--- config.mk ---
export PLATFORM = sky130hd
export DESIGN_NAME = fmdll_div_gen_flat
export DESIGN_NICKNAME = d
export VERILOG_FILES = /design/src/rtl/fmdll_div_gen_pkg.sv /design/src/rtl/fmdll_div_gen_if.sv /design/src/rtl/fmdll_div_gen_phase_cnt.sv /design/src/rtl/fmdll_div_gen.sv /design/src/flat_wrapper.sv
export SDC_FILE = /design/constraint.sdc
export NUM_CORES = 1
export LEC_CHECK = 0
export CORE_MARGIN = 10
export CORE_UTILIZATION = 50
export CTS_CLUSTER_SIZE = 20
export DETAILED_ROUTE_END_ITERATION = 16
export GPL_TIMING_DRIVEN = 0
export PLACE_DENSITY = 0.76
export RECOVER_POWER = 25
export SLEW_MARGIN = 5
export SYNTH_ARGS = -nofsm -noshare
export SYNTH_HDL_FRONTEND = slang
export SYNTH_HIERARCHICAL = 1
export SYNTH_SLANG_ARGS = --single-unit
--- constraint.sdc ---
create_clock -name clk -period 3 [get_ports clk]
set_input_delay 0.6 -clock clk [delete_from_list [all_inputs] [get_ports clk]]
set_output_delay 0.6 -clock clk [all_outputs]
set_load 0.01 [all_outputs]
--- src/rtl/fmdll_div_gen_pkg.sv ---
// Shared state encoding, minimum ratio and ratio clamp for the FMDLL divider/strobe generator.
// DIVM_STRETCH_EN selects the two-cycle div_m strobe, which needs a minimum ratio of 3.
package fmdll_pkg;

   typedef enum logic [1:0] {
      IDLE  = 2'd0,
      RUN   = 2'd1,
      RECFG = 2'd2
   } fmdll_state_e;

`ifdef DIVM_STRETCH_EN
   localparam int unsigned MIN_RATIO = 3;
`else
   localparam int unsigned MIN_RATIO = 2;
`endif

   // Ratios below MIN_RATIO would make back-to-back strobes overlap or vanish.
   function automatic logic [31:0] clamp_ratio(input logic [31:0] r);
      return (r < MIN_RATIO) ? MIN_RATIO : r;
   endfunction

endpackage

--- src/rtl/fmdll_div_gen_if.sv ---
// Control/status bundle between the hold-control requester and the divider generator.
// Every status signal is driven straight from a register inside the generator.
interface fmdll_div_gen_if #(
   parameter int N_W = 6
);
   logic           en;
   logic           cfg_req;
   logic [N_W-1:0] cfg_ratio;
   logic           cfg_m;
   logic           cfg_ack;
   logic           clk2;
   logic           clk4;
   logic           div_m;
   logic           m;
   logic           frame_busy;

   modport master (
      output en, cfg_req, cfg_ratio, cfg_m,
      input  cfg_ack, clk2, clk4, div_m, m, frame_busy
   );

   modport slave (
      input  en, cfg_req, cfg_ratio, cfg_m,
      output cfg_ack, clk2, clk4, div_m, m, frame_busy
   );
endinterface

--- src/rtl/fmdll_div_gen_phase_cnt.sv ---
// Modulo-N frame counter with frame-aligned f/2 and f/4 phases; phases update with the count.
// No backpressure: run_i gates counting, realign_i forces the frame-start state.
module fmdll_phase_cnt #(
   parameter int N_W = 6
) (
   input  logic           clk,
   input  logic           rst,
   input  logic           run_i,
   input  logic           realign_i,
   input  logic [N_W-1:0] ratio_i,
   output logic           clk2_o,
   output logic           clk4_o,
   output logic           wrap_o
);

   localparam logic [N_W-1:0] ONE = N_W'(1);

   logic [N_W-1:0] cnt_q, cnt_d;
   logic           clk2_q, clk2_d;
   logic           clk4_q, clk4_d;

   assign wrap_o = run_i && (cnt_q == (ratio_i - ONE));

   // A wrap returns both phases to 0 so each frame starts at phase 0.
   always_comb begin
      cnt_d  = cnt_q;
      clk2_d = clk2_q;
      clk4_d = clk4_q;
      if (realign_i || wrap_o) begin
         cnt_d  = '0;
         clk2_d = 1'b0;
         clk4_d = 1'b0;
      end else if (run_i) begin
         cnt_d  = cnt_q + ONE;
         clk2_d = ~clk2_q;
         clk4_d = clk4_q ^ clk2_q;
      end
   end

   always_ff @(posedge clk or posedge rst) begin
      if (rst) begin
         cnt_q  <= '0;
         clk2_q <= 1'b0;
         clk4_q <= 1'b0;
      end else begin
         cnt_q  <= cnt_d;
         clk2_q <= clk2_d;
         clk4_q <= clk4_d;
      end
   end

   assign clk2_o = clk2_q;
   assign clk4_o = clk4_q;

endmodule

--- src/rtl/fmdll_div_gen.sv ---
// FMDLL phase/strobe generator: IDLE/RUN/RECFG FSM, req/ack reconfiguration at frame wrap; all outputs 1-cycle registered.
// cfg_req is held by the requester until cfg_ack; DIVM_STRETCH_EN stretches div_m to two cycles.
module fmdll_div_gen
   import fmdll_pkg::*;
#(
   parameter int   N_W   = 6,
   parameter int   N_DEF = 8,
   parameter logic M_DEF = 1'b0
) (
   input  logic            clk,
   input  logic            rst,
   fmdll_div_gen_if.slave  bus_if
);

   localparam logic [1:0]     ST_IDLE   = IDLE;
   localparam logic [1:0]     ST_RUN    = RUN;
   localparam logic [1:0]     ST_RECFG  = RECFG;
   localparam logic [N_W-1:0] RATIO_RST = N_W'(clamp_ratio(32'(N_DEF)));

   logic [1:0]     state_q, state_d;
   logic [N_W-1:0] ratio_q, ratio_d;
   logic           m_q, m_d;
   logic           ack_q, ack_d;
   logic           busy_q, busy_d;
   logic           div_m_q, div_m_d;
   logic           wrap;
   logic           clk2, clk4;

   fmdll_phase_cnt #(
      .N_W (N_W)
   ) u_phase_cnt (
      .clk       (clk),
      .rst       (rst),
      .run_i     (state_q == ST_RUN),
      .realign_i (state_q != ST_RUN),
      .ratio_i   (ratio_q),
      .clk2_o    (clk2),
      .clk4_o    (clk4),
      .wrap_o    (wrap)
   );

   // cfg_req is only looked at in IDLE or on the last cycle of a frame.
   always_comb begin
      state_d = state_q;
      ratio_d = ratio_q;
      m_d     = m_q;
      case (state_q)
         ST_IDLE: begin
            if (bus_if.cfg_req) begin
               state_d = ST_RECFG;
            end else if (bus_if.en) begin
               state_d = ST_RUN;
            end
         end
         ST_RUN: begin
            if (wrap) begin
               if (bus_if.cfg_req) begin
                  state_d = ST_RECFG;
               end else if (!bus_if.en) begin
                  state_d = ST_IDLE;
               end
            end
         end
         ST_RECFG: begin
            ratio_d = N_W'(clamp_ratio(32'(bus_if.cfg_ratio)));
            m_d     = bus_if.cfg_m;
            state_d = bus_if.en ? ST_RUN : ST_IDLE;
         end
         default: state_d = ST_IDLE;
      endcase
   end

   assign ack_d  = (state_d == ST_RECFG);
   assign busy_d = (state_d == ST_RUN);

`ifdef DIVM_STRETCH_EN
   logic wrap_dly_q;

   // The second strobe cycle follows the wrap whatever state comes next.
   always_ff @(posedge clk or posedge rst) begin
      if (rst) begin
         wrap_dly_q <= 1'b0;
      end else begin
         wrap_dly_q <= wrap;
      end
   end

   assign div_m_d = wrap | wrap_dly_q;
`else
   assign div_m_d = wrap;
`endif

   always_ff @(posedge clk or posedge rst) begin
      if (rst) begin
         state_q <= ST_IDLE;
         ratio_q <= RATIO_RST;
         m_q     <= M_DEF;
         ack_q   <= 1'b0;
         busy_q  <= 1'b0;
         div_m_q <= 1'b0;
      end else begin
         state_q <= state_d;
         ratio_q <= ratio_d;
         m_q     <= m_d;
         ack_q   <= ack_d;
         busy_q  <= busy_d;
         div_m_q <= div_m_d;
      end
   end

   assign bus_if.cfg_ack    = ack_q;
   assign bus_if.clk2       = clk2;
   assign bus_if.clk4       = clk4;
   assign bus_if.div_m      = div_m_q;
   assign bus_if.m          = m_q;
   assign bus_if.frame_busy = busy_q;

endmodule

--- src/flat_wrapper.sv ---
// flat-port wrapper written by rule: the top's interface ports become plain ports
module fmdll_div_gen_flat import fmdll_pkg::*;
#(
   parameter int   N_W   = 6,
   parameter int   N_DEF = 8,
   parameter logic M_DEF = 1'b0
)
  (clk, rst, bus_if_en, bus_if_cfg_req, bus_if_cfg_ratio, bus_if_cfg_m, bus_if_cfg_ack, bus_if_clk2, bus_if_clk4, bus_if_div_m, bus_if_m, bus_if_frame_busy);
  fmdll_div_gen_if #(.N_W(N_W)) bus_if_i ();
  input  logic clk;
  input  logic rst;
  input wire logic [$bits(bus_if_i.en)-1:0] bus_if_en;
  input wire logic [$bits(bus_if_i.cfg_req)-1:0] bus_if_cfg_req;
  input wire logic [$bits(bus_if_i.cfg_ratio)-1:0] bus_if_cfg_ratio;
  input wire logic [$bits(bus_if_i.cfg_m)-1:0] bus_if_cfg_m;
  output wire logic [$bits(bus_if_i.cfg_ack)-1:0] bus_if_cfg_ack;
  output wire logic [$bits(bus_if_i.clk2)-1:0] bus_if_clk2;
  output wire logic [$bits(bus_if_i.clk4)-1:0] bus_if_clk4;
  output wire logic [$bits(bus_if_i.div_m)-1:0] bus_if_div_m;
  output wire logic [$bits(bus_if_i.m)-1:0] bus_if_m;
  output wire logic [$bits(bus_if_i.frame_busy)-1:0] bus_if_frame_busy;
  assign bus_if_i.en = bus_if_en;
  assign bus_if_i.cfg_req = bus_if_cfg_req;
  assign bus_if_i.cfg_ratio = bus_if_cfg_ratio;
  assign bus_if_i.cfg_m = bus_if_cfg_m;
  assign bus_if_cfg_ack = bus_if_i.cfg_ack;
  assign bus_if_clk2 = bus_if_i.clk2;
  assign bus_if_clk4 = bus_if_i.clk4;
  assign bus_if_div_m = bus_if_i.div_m;
  assign bus_if_m = bus_if_i.m;
  assign bus_if_frame_busy = bus_if_i.frame_busy;
  fmdll_div_gen #(.N_W(N_W), .N_DEF(N_DEF), .M_DEF(M_DEF)) u_core (.clk(clk), .rst(rst), .bus_if(bus_if_i));
endmodule
After elaboration in Yosys (flattened, before gate mapping)
Index checks and enable logic that the tools add are counted.
{"block": "totals", "latch_bits": 0, "out_inout_bits": 6, "reg_bits": 20, "romBits": 0, "word_cells": 38, "mem_count": 0, "mem_bits_rw": 0, "inputBits": 11}
{"block": "classes", "n_bitwise": 2, "addsub": 2, "n_shift": 0, "magnitude_cmp": 1, "n_reduce_logical": 4, "eq_ne": 6, "n_mux": 14, "multipliers": 0, "div_mod_pow": 0}
{"cell": "6-bit two-way mux", "n": 3}
{"cell": "2-bit two-way mux", "n": 5}
{"cell": "6-bit by 1-bit adder with 6-bit output (second input constant)", "n": 1}
{"cell": "6-bit == test", "n": 1}
{"cell": "6-bit by 2-bit < comparator with 1-bit output (second input constant)", "n": 1}
{"cell": "2-bit case mux with 3 select lines", "n": 1}
{"cell": "6-bit by 1-bit subtractor with 6-bit output (second input constant)", "n": 1}
{"cell": "1-bit two-way mux", "n": 5}
{"cell": "2-bit by 1-bit == test with 1-bit output (second input constant)", "n": 2}
{"cell": "2-bit == test (second input constant)", "n": 2}
{"cell": "2-bit zero test", "n": 1}
{"cell": "2-bit by 1-bit != test with 1-bit output (second input constant)", "n": 1}
{"cell": "2-bit nonzero test", "n": 1}
{"cell": "1-bit logical AND", "n": 1}
{"cell": "1-bit logical OR", "n": 1}
{"cell": "1-bit inverter", "n": 1}
{"cell": "1-bit bitwise XOR", "n": 1}

Logic depth before layout (Yosys ltp)
Gate-level depths: netlist of run 1.
{"block": "depth", "ltp_word": 6, "ltp_mapped": 7, "mapped_depth_nobuf": 7}

By module
Netlist of run 1, hierarchy kept.
{"mod": "fmdll_phase_cnt", "cells_per_inst": 51, "n_inst": 1, "seq_area_each_um2": 200.2, "area_each_um2": 534.3}
{"mod": "fmdll_div_gen", "cells_per_inst": 36, "n_inst": 1, "seq_area_each_um2": 301.5, "area_each_um2": 471.7}

Worst setup path before layout of run 1
Ideal clock, no wire load.
{"block": "synth_timing", "path_kind": "reg-to-reg", "startpoint": "reg u_core.ratio_q[0]", "endpoint": "reg u_core.ack_q, in the netlist u_core/bus_if.cfg_ack", "setup_ns": 0.088, "slack_ns": 0.822, "n_path_buf": 0, "arrival_ns": 2.090, "synth_period_minus_slack_ns": 2.178, "path_stages_with_launch": 6, "required_time_ns": 2.912, "cell_sequence": "dfrtp_1 > or3_4 > or4_1 > a2111oi_4 > nor2b_1 > nor3b_1"}
{"block": "synth_via", "elab_chain_cells": 6}
{"item": "start, declared", "line_no": "fmdll_div_gen.sv:21", "source": "logic [N_W-1:0] ratio_q, ratio_d;"}
{"item": "start signal, assigned", "line_no": "fmdll_div_gen.sv:103", "source": "ratio_q <= ratio_d;"}
{"item": "6-bit by 1-bit subtractor with 6-bit output", "line_no": "fmdll_div_gen_phase_cnt.sv:22", "source": "assign wrap_o = run_i && (cnt_q == (ratio_i - ONE));"}
{"item": "6-bit == test", "line_no": "fmdll_div_gen_phase_cnt.sv:22"}
{"item": "1-bit logical AND", "line_no": "fmdll_div_gen_phase_cnt.sv:22"}
{"item": "net u_core.div_m_d", "line_no": "fmdll_div_gen.sv:25", "source": "logic div_m_q, div_m_d;"}
{"item": "2-bit two-way mux", "line_no": "fmdll_div_gen.sv:56", "source": "if (wrap) begin"}
{"item": "2-bit case mux with 3 select lines", "line_no": "fmdll_div_gen.sv:47", "source": "case (state_q)"}
{"item": "2-bit == test", "line_no": "fmdll_div_gen.sv:73", "source": "assign ack_d = (state_d == ST_RECFG);"}
{"item": "net u_core.ack_d", "line_no": "fmdll_div_gen.sv:23", "source": "logic ack_q, ack_d;"}
{"item": "end signal, assigned", "line_no": "fmdll_div_gen.sv:105", "source": "ack_q <= ack_d;"}
{"item": "end, declared", "line_no": "fmdll_div_gen.sv:23"}
The timed path passes the listed nets, and every way through them passes these cells.
A chain may end at the register's enable or synchronous reset.

Worst setup path in the final report of run 1
{"block": "layout_timing", "startpoint": "reg u_core.ratio_q[1]", "endpoint": "reg u_core.ack_q, in the netlist u_core/bus_if.cfg_ack"}
The elaborated chain is that of the path after synthesis.

==> results of run 1 <==
[stage by stage]
stage | std cells | instance area, um2 | total power, mW | setup WS (ns)
floorplan | 87 | 1010 | 0.792 | 0.822
global placement | 130 | 1200 | 0.917 | 0.557
detailed placement | 130 | 1200 | 0.949 | 0.526
CTS | 134 | 1230 | 1.08 | 0.501
global route | 134 | 1230 | 1.14 | 0.373
finish | 134 | 1230 | 1.06 | 0.537
[layer usage]
layer	vias to the layer above	part of all wire [%]
met5	-	0
li1	343	-
met3	2	3.8
met1	345	41
met4	0	0.74
met2	8	54
[flip-flops by register name (all words and copies together), names as in the netlist]
name	flops
u_core/state_q	2
u_core/bus_if.m	1
u_core/bus_if.cfg_ack	1
u_core/u_phase_cnt/clk4_o	1
u_core/ratio_q	6
u_core/bus_if.frame_busy	1
u_core/u_phase_cnt/clk2_o	1
u_core/u_phase_cnt/cnt_q	6
u_core/bus_if.div_m	1
[worst max-delay path, stage by stage (launching register included)]
cell	delay (ns)
dfrtp_1	0.42
or3_4	0.41
or4_1	0.46
a2111oi_4	0.72
nor2b_1	0.15
nor3b_1	0.21
[cell usage in the layout, fill, tap and decap left out, types with 2 or more instances in the layout]
cell,n
xor2_1,7
mux2_2,5
nor2_1,2
xnor2_1,7
nor3_1,8
nor2b_1,3
ha_1,2
mux2i_1,2
nand2_1,5
clkbuf_4,3
clkbuf_1,2
nand4_1,3
o21ai_0,2
clkdlybuf4s50_1,15
dfrtp_1,19
inv_1,5
nor3b_1,3
[synthesized netlist by cell type, drive strengths merged (2+ instances only)]
master,number,area [um2]
o21ai,4,23.8
xnor2,7,61.3
inv,5,18.8
mux2,5,56.3
xor2,7,61.3
nand4,3,18.8
nor2,2,7.51
ha,2,25.0
nand2,5,18.8
nor2b,3,18.8
or4,2,18.8
dfrtp,19,475
nor3,8,40.0
mux2i,2,20.0
nor3b,3,22.5
buf,2,8.75
[cell type report]
cell class | count | area [um2]
Inverter | 5 | 18.8
Fill cell | 177 | 716
Buffer | 3 | 12.5
Clock buffer | 4 | 26.3
Timing Repair Buffer | 16 | 160
Tap cell | 27 | 33.8
Sequential cell | 20 | 502
Multi-Input combinational cell | 59 | 473
[report_power, final]
part           switching (mW)  total [mW]  internal [mW]  leakage [nW]
Sequential             0.0883       0.456          0.368         0.250
Combinational           0.229       0.481          0.252         0.249
Clock                  0.0718       0.123         0.0516        0.0150
[cells by family (layout without fill, tap and decap cells)]
family | Yosys count | in the layout
compound gates | 7 | 7
flops | 20 | 20
buf+inv | 8 | 28
xor+xnor | 15 | 15
mux | 7 | 7
simple gates | 28 | 28
fa+ha+maj | 2 | 2
[final timing paths]
path	start	end	slack (ns)	cells after the start
setup / recovery	u_core/ratio_q[1]	u_core/bus_if.cfg_ack	0.54	5
min in group asynchronous	rst	u_core/u_phase_cnt/clk2_o	0.70	2
hold reg to reg	u_core/bus_if.m	u_core/bus_if.m	0.52	1
max in group asynchronous	rst	u_core/ratio_q[3]	1.91	2
hold / removal	u_core/bus_if.m	u_core/bus_if.m	0.52	1
setup reg to reg	u_core/ratio_q[1]	u_core/bus_if.cfg_ack	0.54	5
==> results.yml, run 1 <==
status:
  status: "finished clean"
routing:
  wl_um: 1890
  drc: 0
  vias: 698
  post_drt_wl_per_cell_um: 14.1
  first_pass_iters: 4
  ant_nets: 0
  routed_via_density: 5.21
  drtIter0Drc: 12
run:
  drv_cap: 0
clock_network:
  cts_resized: 0
  clk_pin_slew_ns: 0.09
  htree_levels: 1
  clock_sinks: 20
  hold_buffers: 0
  cts_tree: "done"
  clock_path_buffers: 2
  cts-root-buf: "clkbuf_4"
  cts_buffers: 3
  clock_latency_ns: 0.29
  cts_setup_buffers: 0
synth:
  synth_xor_xnor_area_share_pct: 14.4
  yosys_warnings: 6
  yosysSeqAreaShare_pct: 49.9
  synth-main-ff-cell: "dfrtp_1"
  synth_compound_area_share_pct: 6.34
  synth_fp_nets: 100
  ys_types: 28
  ys_seq_elements: 20
  avgSynthCellArea_um2: 11.6
  synthArstFlopShare_pct: 100
  syn_inst: 87
  synth_top_family_by_area: "simple AND/OR/NAND/NOR gates"
  syn_area_mm2: 0.00101
  synthSimpleGateAreaFrac_pct: 16.2
  synth-adder-area-share_pct: 2.49
  synthMuxAreaShare_pct: 7.59
  synth_edf_count: 0
pwr:
  ir_worst_vdd_uv: 574
  power_density_mw_per_mm2: 865
  p_leak_nw: 0.514
critical_path:
  critPathArrivalTime_ns: 2.67
  cp.required_ns: 3.20
  critPathKind: "register to register"
  worstPathMaxFanout: 12
  end_kind: "register"
  cp-start-kind: "register"
layout:
  final_util_pct: 63.1
  nets: 121
  drive_gt1_share_pct: 13.1
  syn2layout_area_growth_pct: 21.9
  diodes: 0
die:
  die_h_um: 64.9
  initial_core_util_pct: 51.8
  ioPinCount: 17
  die_w_um: 64.9
  fp.coreArea_mm2: 0.00194
  dieArea_mm2: 0.00421
  row_count: 16
timing:
  final_max_slew_viol_count: 0
  tightest_slew_ns: 0.696
  hold_ws_ns: 0.523
  timing.final.crit_share_pct: 82.1
  tns_ns: 0
  fin_crit_ns: 2.46
  skew_ns: 0.00635
  max_freq_mhz: 406
  finalSetupViolCount: 0
  finalHoldViolCount: 0
  relSlewSlack_pct: 53.6
  rsz0062_at_grt: "false"
placement:
  portBuffers: 16
  place_congestion: 0.818
  dp_hpwl_um: 1490
global_route:
  grt-busiest-layer: "met2"
  grt_first_pass_wirelength_um: 3210
  grt_util_all_layers_pct: 9.64
  grt-ovfl-total: 0
  grt_pass1_vias: 709
  antenna_found_initial: 0
  met3_usage_pct: 2.41
  use_met2_pct: 16.1
  grt_max_degree: 13
  grt_use_met1_pct: 10.9
hold_path:
  hold_path_class: "register to register"
Note: power is estimated with default switching activity, not from simulation.
==> run 2, diff against run 1 <==
Settings changed: CORE_UTILIZATION 50 to 46, PLACE_DENSITY 0.76 to 0.73.
Clock period 3 ns to 2 ns, I/O delays scaled along.
==> run 2 against run 1 <==
The flow now finishes with violations (setup timing). Critical endpoint is now u_core/u_phase_cnt/cnt_q[3]. Wire length up 4.4%. Cell count up 3.0%. Core utilization up 0.28 points. Largest power group unchanged.
==> results.yml, run 2 (same netlist as run 1, synthesis figures left out) <==
layout:
  fin_area_mm2: 0.00128
  drive_gt1_share_pct: 21.6
  largestRegisters: "u_core/ratio_q: 6 flops, u_core/u_phase_cnt/cnt_q: 6 flops, u_core/state_q: 2 flops"
  layout_common_cells: "19 x dfrtp_1, 15 x clkdlybuf4s50_1, 8 x nor3_1, 7 x xnor2_1, 7 x xor2_1"
  final_util_pct: 63.4
  syn2layout_area_growth_pct: 27.5
  nets: 125
  diodes: 0
  fin_cells: 138
  final_common_cell: "dfrtp_1"
global_route:
  grt_max_degree: 13
  antenna_found_initial: 0
  grt_pass1_vias: 765
  grt_util_all_layers_pct: 10.1
  grt-ovfl-total: 0
  grt_first_pass_wirelength_um: 3460
critical_path:
  path_cells: "or3_4 > or4_4 > a2111oi_4 > buf_6 > nor3_1"
  worstPathMaxFanout: 11
  cp-start-kind: "register"
  cp.required_ns: 2.17
  critPathKind: "register to register"
  end_kind: "register"
  critPathArrivalTime_ns: 2.17
  max_stage_delay_ns: 0.43
  worst_path_max_delay_cell: "or4_4"
timing:
  skew_ns: 0.00463
  fin_crit_ns: 2.00
  rsz0062_at_grt: "true"
  max_freq_mhz: 500
  finalWorstSetupSlack_ns: -0.00164
  tightest_slew_ns: 0.452
  timing.final.crit_share_pct: 100
  finalSetupViolCount: 4
  relSlewSlack_pct: 69.9
  final_max_slew_viol_count: 0
  finalHoldViolCount: 0
pwr:
  ir_worst_vdd_uv: 800
  power_density_mw_per_mm2: 1290
  p_leak_nw: 0.546
  power.total_mw: 1.66
clock_network:
  cts_tree: "done"
  cts_buffers: 3
  htree_levels: 1
  clk_pin_slew_ns: 0.10
  clock_latency_ns: 0.29
  clock_path_buffers: 2
  cts-root-buf: "clkbuf_4"
  clock_sinks: 20
status:
  violations: "setup timing"
  status: "finished, violations left"
placement:
  portBuffers: 16
  placed_cells: 130
  place_congestion: 0.770
  placedInstanceArea_mm2: 0.00120
  pre_cts_slack_ns: -0.391
  dp_hpwl_um: 1530
routing:
  post_drt_wl_per_cell_um: 14.3
  vias: 698
  ant_nets: 0
  first_pass_iters: 4
  routed_via_density: 5.06
  drc: 0
  drtIter0Drc: 8
  wl_um: 1970
die:
  ioPinCount: 17
  dieArea_mm2: 0.00446
  fp.coreArea_mm2: 0.00202
  die_w_um: 66.8
  initial_core_util_pct: 49.8
  die_h_um: 66.8
  row_count: 16
run:
  drv_cap: 0
hold_path:
  hold_path_class: "input pin to asynchronous set/reset pin"
## run 2: cell count changes in the layout (fill, tap and decap cells not counted)
cell,previous run,this run
o21ai_0,2,0
o21ai_1,1,3
or4_1,1,0
nor2b_2,0,1
nor2b_1,3,2
buf_4,0,3
clkbuf_1,2,1
nor3b_2,0,3
clkbuf_2,0,1
or4_4,1,2
nor3b_1,3,0
buf_6,0,1
## run 2: critical path, delay by kind of cell (launching register included)
family / cells / cell delay [ns]
AND/OR/NAND/NOR: 3 / 0.88
flip-flops: 1 / 0.40
buffers and inverters: 1 / 0.20
AO/OA/AOI/OAI: 1 / 0.41
## run 2: final timing paths
path	start	end	slack, ns	depth (start not counted)
worst max-delay path	u_core/ratio_q[1]	u_core/u_phase_cnt/cnt_q[3]	-0.002	5
worst min-delay path	rst	u_core/u_phase_cnt/clk2_o	0.50	2
worst max register to register	u_core/ratio_q[1]	u_core/u_phase_cnt/cnt_q[3]	-0.002	5
worst min register to register	u_core/bus_if.m	u_core/bus_if.m	0.53	1
max in group asynchronous	rst	u_core/ratio_q[3]	1.09	2
min in group clk	u_core/bus_if.m	u_core/bus_if.m	0.53	1
## run 2: area by class of cell
cell class	instances	area, um2
fill	165	739
sequential	20	502
multi-input combinational	59	494
timing repair buffer	20	194
tap	27	33.8
clock buffer	4	26.3
inverter	5	18.8
buffer	3	13.8
## run 2: routing by layer
metal | routed length [um] | track usage, % | share of wire [%]
met3 | 102 | 2.68 | 5.2
met5 | 0 | 0 | 0
met2 | 1090 | 16.9 | 55
met4 | 14 | 5.50 | 0.71
met1 | 769 | 11.2 | 39
## run 2: where the power goes
part / total, mW / switching (mW) / internal (mW)
Sequential: 0.678 / 0.126 / 0.552
Combinational: 0.790 / 0.362 / 0.428
Clock: 0.188 / 0.111 / 0.0775
Total: 1.66 / 0.599 / 1.06
## run 2: metrics by stage
step | hold slack [ns] | TNS, ns
after floorplan | 0.216 | -0.244
after global placement | 0.487 | -2.52
after detailed placement | 0.511 | -2.91
after CTS | 0.374 | -0.540
after global routing | 0.528 | -1.26
final | 0.500 | -0.00565
## run 2: what timing repair did
action | CTS | global route
gates resized for setup | 3 | 6
buffers inserted | 4 | 0
setup endpoints to repair | 13 | 12
pin swaps | 2 | 2
hold buffers | 0 | 0
==> run 3, diff against run 2 <==
Settings changed: CORE_UTILIZATION 46 to 45, SYNTH_HIERARCHICAL 1 to default.
==> run 3 against run 2 <==
The run now ends clean. Clock power is 22% higher. Non-clock buffer count fell by 5. Die area shrank 3.4%. First-iteration DRC count grew 88%. Clock skew fell by 0.0031 ns. Core utilization shrank 1.9 points. Register-to-register slack improved by 0.07 ns. Maximum frequency is 3.5% higher. Global-route usage is 0.92 points lower. Combinational power is 3.3% lower. Via count grew 2.0%. Cell count is 2.2% higher.
==> results.yml, run 3 <==
clock_network:
  cts_buffers: 3
  clock_latency_ns: 0.29
  clock_sinks: 20
  clock_path_buffers: 2
  cts_tree: "done"
  clk_pin_slew_ns: 0.11
  hold_buffers: 0
  cts-root-buf: "clkbuf_4"
  htree_levels: 1
die:
  fp.coreArea_mm2: 0.00196
  ioPinCount: 17
  die_w_um: 65.6
  dieArea_mm2: 0.00431
  die_h_um: 65.6
  row_count: 16
  initial_core_util_pct: 47.8
placement:
  place_congestion: 0.804
  portBuffers: 16
  dp_hpwl_um: 1460
status:
  status: "finished clean"
global_route:
  grt_max_degree: 21
  grt_pass1_vias: 723
  grt_first_pass_wirelength_um: 3130
  grt-ovfl-total: 0
  grt_util_all_layers_pct: 9.14
  antenna_found_initial: 0
layout:
  layout_common_cells: "19 x dfrtp_1, 15 x nand2_1, 15 x clkdlybuf4s50_1, 11 x nor2_1, 7 x xnor2_1"
  diodes: 0
  largestRegisters: "u_core.ratio_q: 6 flops, u_core.u_phase_cnt.cnt_q: 6 flops, u_core.state_q: 2 flops"
  nets: 128
  fillers: 190
  syn2layout_area_growth_pct: 28.8
  multi_input_area_um2: 442
  final_common_cell: "dfrtp_1"
  regArea_um2: 502
  drive_gt1_share_pct: 12.3
synth:
  ys_types: 25
  ys_seq_elements: 20
  synthArstFlopShare_pct: 100
  synth-main-ff-cell: "dfrtp_1"
  synthMostInstantiatedCell: "dfrtp_1"
  synth_edf_count: 0
  synth_top_area_cell: "dfrtp_1"
  yosys_warnings: 0
  synth_fp_nets: 105
  synth_top_area_share_pct: 50.7
  syn_area_um2: 937
  yosysSeqAreaShare_pct: 53.5
  synth_area_leaders: "dfrtp_1 51%, xnor2_1 6.5%, nand2_1 6.0%, nor2_1 4.4%, xor2_1 3.7%"
  synth_commonest_cells: "19 x dfrtp_1, 15 x nand2_1, 11 x nor2_1"
  syn_inst: 92
  avgSynthCellArea_um2: 10.2
timing:
  timing.final.crit_share_pct: 96.7
  max_freq_mhz: 517
  skew_ns: 0.00153
  finalSetupViolCount: 0
  rsz0062_at_grt: "false"
  fin_crit_ns: 1.93
  hold_ws_ns: 0.483
  tightest_slew_ns: 0.716
  final_max_slew_viol_count: 0
  relSlewSlack_pct: 52.2
  finalHoldViolCount: 0
  tns_ns: 0
routing:
  ant_nets: 0
  wl_um: 1860
  routed_via_density: 5.05
  drtIter0Drc: 15
  post_drt_wl_per_cell_um: 13.2
  first_pass_iters: 4
  drc: 0
  vias: 712
critical_path:
  r2r-start: "u_core.ratio_q[0]"
  path_cells: "or3_4 > xnor2_1 > nand4_1 > or3_4 > and3_1"
  worstPathMaxFanout: 4
  worstRegToRegCells: 5
  worst_path_max_delay_cell: "dfrtp_1"
  crit_family: "simple AND/OR/NAND/NOR gates"
  critPathArrivalTime_ns: 2.13
  cp-start-kind: "register"
  end_kind: "register"
  cp_num_buf_inv: 0
  ff2ff_setup_slack_ns: 0.07
  max_stage_delay_ns: 0.43
  worstReg2RegEnd: "u_core.u_phase_cnt.cnt_q[1]"
  critPathKind: "register to register"
  crit_top_cell: "or3_4"
  cp.required_ns: 2.20
  cp-startpoint: "u_core.ratio_q[0]"
run:
  drv_cap: 0
hold_path:
  min_to: "u_core.u_phase_cnt.clk2_o"
  hold_path_depth: 1
  worstHoldStart: "u_core.u_phase_cnt.clk2_o"
  hold_path_class: "register to register"
pwr:
  power_density_mw_per_mm2: 1410
  ir_worst_vdd_uv: 668
  p_leak_nw: 0.538
  power.total_mw: 1.71
[run 3: cell count changes after synthesis, sizes merged, moves of 2 or more]
cell	previous run	this run
nand2	5	15
nor2	2	11
nor3	8	1
mux2	5	0
a21oi	1	4
nor3b	3	0
xor2	7	4
and3	0	2
buf	2	0
mux2i	2	0
nand3	0	2
nand4	3	1
or4	2	0
[run 3: routing by layer]
layer	GRT usage (%)	up-vias	part of all wire (%)
met1	10.5	352	43
met3	1.53	4	1.0
li1	-	350	-
met4	5.35	0	1.8
met5	0	-	0
met2	15.6	6	54
[run 3: power by group]
group          total, mW  leakage (nW)  switching (mW)  internal (mW)
Combinational      0.764         0.266           0.380          0.384
Sequential         0.715         0.251           0.151          0.565
Clock              0.229        0.0210           0.118          0.111
[run 3: timing repair]
| item | CTS | global route |
|---|---|---|
| setup buffers | 0 | 2 |
| pin swaps | 0 | 4 |
| endpoints found under the setup margin | 9 | 13 |
| hold endpoints to repair | 0 | 0 |
| resized for setup | 1 | 4 |
[run 3: cells by family after synthesis]
logic type               synth area share, %
buffers and inverters                   2.00
adder cells (fa/ha/maj)                 2.67
AND/OR/NAND/NOR                         21.8
AO/OA/AOI/OAI                           9.75
XOR/XNOR                                10.3
flip-flops                              53.5
[run 3: cell type report]
| class | count | area share (%) |
|---|---|---|
| tap | 27 | 2.80 |
| inverter | 5 | 1.55 |
| multi-input combinational | 67 | 36.6 |
| clock buffer | 4 | 3.01 |
| sequential | 20 | 41.6 |
| timing repair buffer | 18 | 14.5 |
[run 3: worst register-to-register path: stages, from the launching register on]
cell	delay [ns]
dfrtp_1	0.43
or3_4	0.43
xnor2_1	0.19
nand4_1	0.20
or3_4	0.41
and3_1	0.18
[run 3: how the worst max path moves through the flow]
| stage | slack, ns | cells after the start | endpoint |
|---|---|---|---|
| 2_1_floorplan | 0.22 | 5 | u_core.u_phase_cnt.clk4_o |
| 5_1_grt | 0.008 | 5 | u_core.u_phase_cnt.cnt_q[1] |
| 3_5_place_dp | -0.05 | 7 | u_core.u_phase_cnt.cnt_q[4] |
| 4_1_cts | 0.03 | 7 | u_core.u_phase_cnt.cnt_q[1] |
| 3_3_place_gp | -0.03 | 5 | u_core.u_phase_cnt.cnt_q[5] |
| 6_report | 0.07 | 5 | u_core.u_phase_cnt.cnt_q[1] |
[run 3: per-stage QoR]
stage | setup WS, ns | area [um2] | util [%] | instances
6_report | 0.0667 | 1210 | 61.5 | 141
5_1_grt | 0.00799 | 1210 | 61.5 | 141
3_5_place_dp | -0.0470 | 1130 | 57.7 | 135
3_3_place_gp | -0.0259 | 1130 | 57.7 | 135
2_1_floorplan | 0.222 | 937 | - | 92
4_1_cts | 0.0335 | 1180 | 59.9 | 139
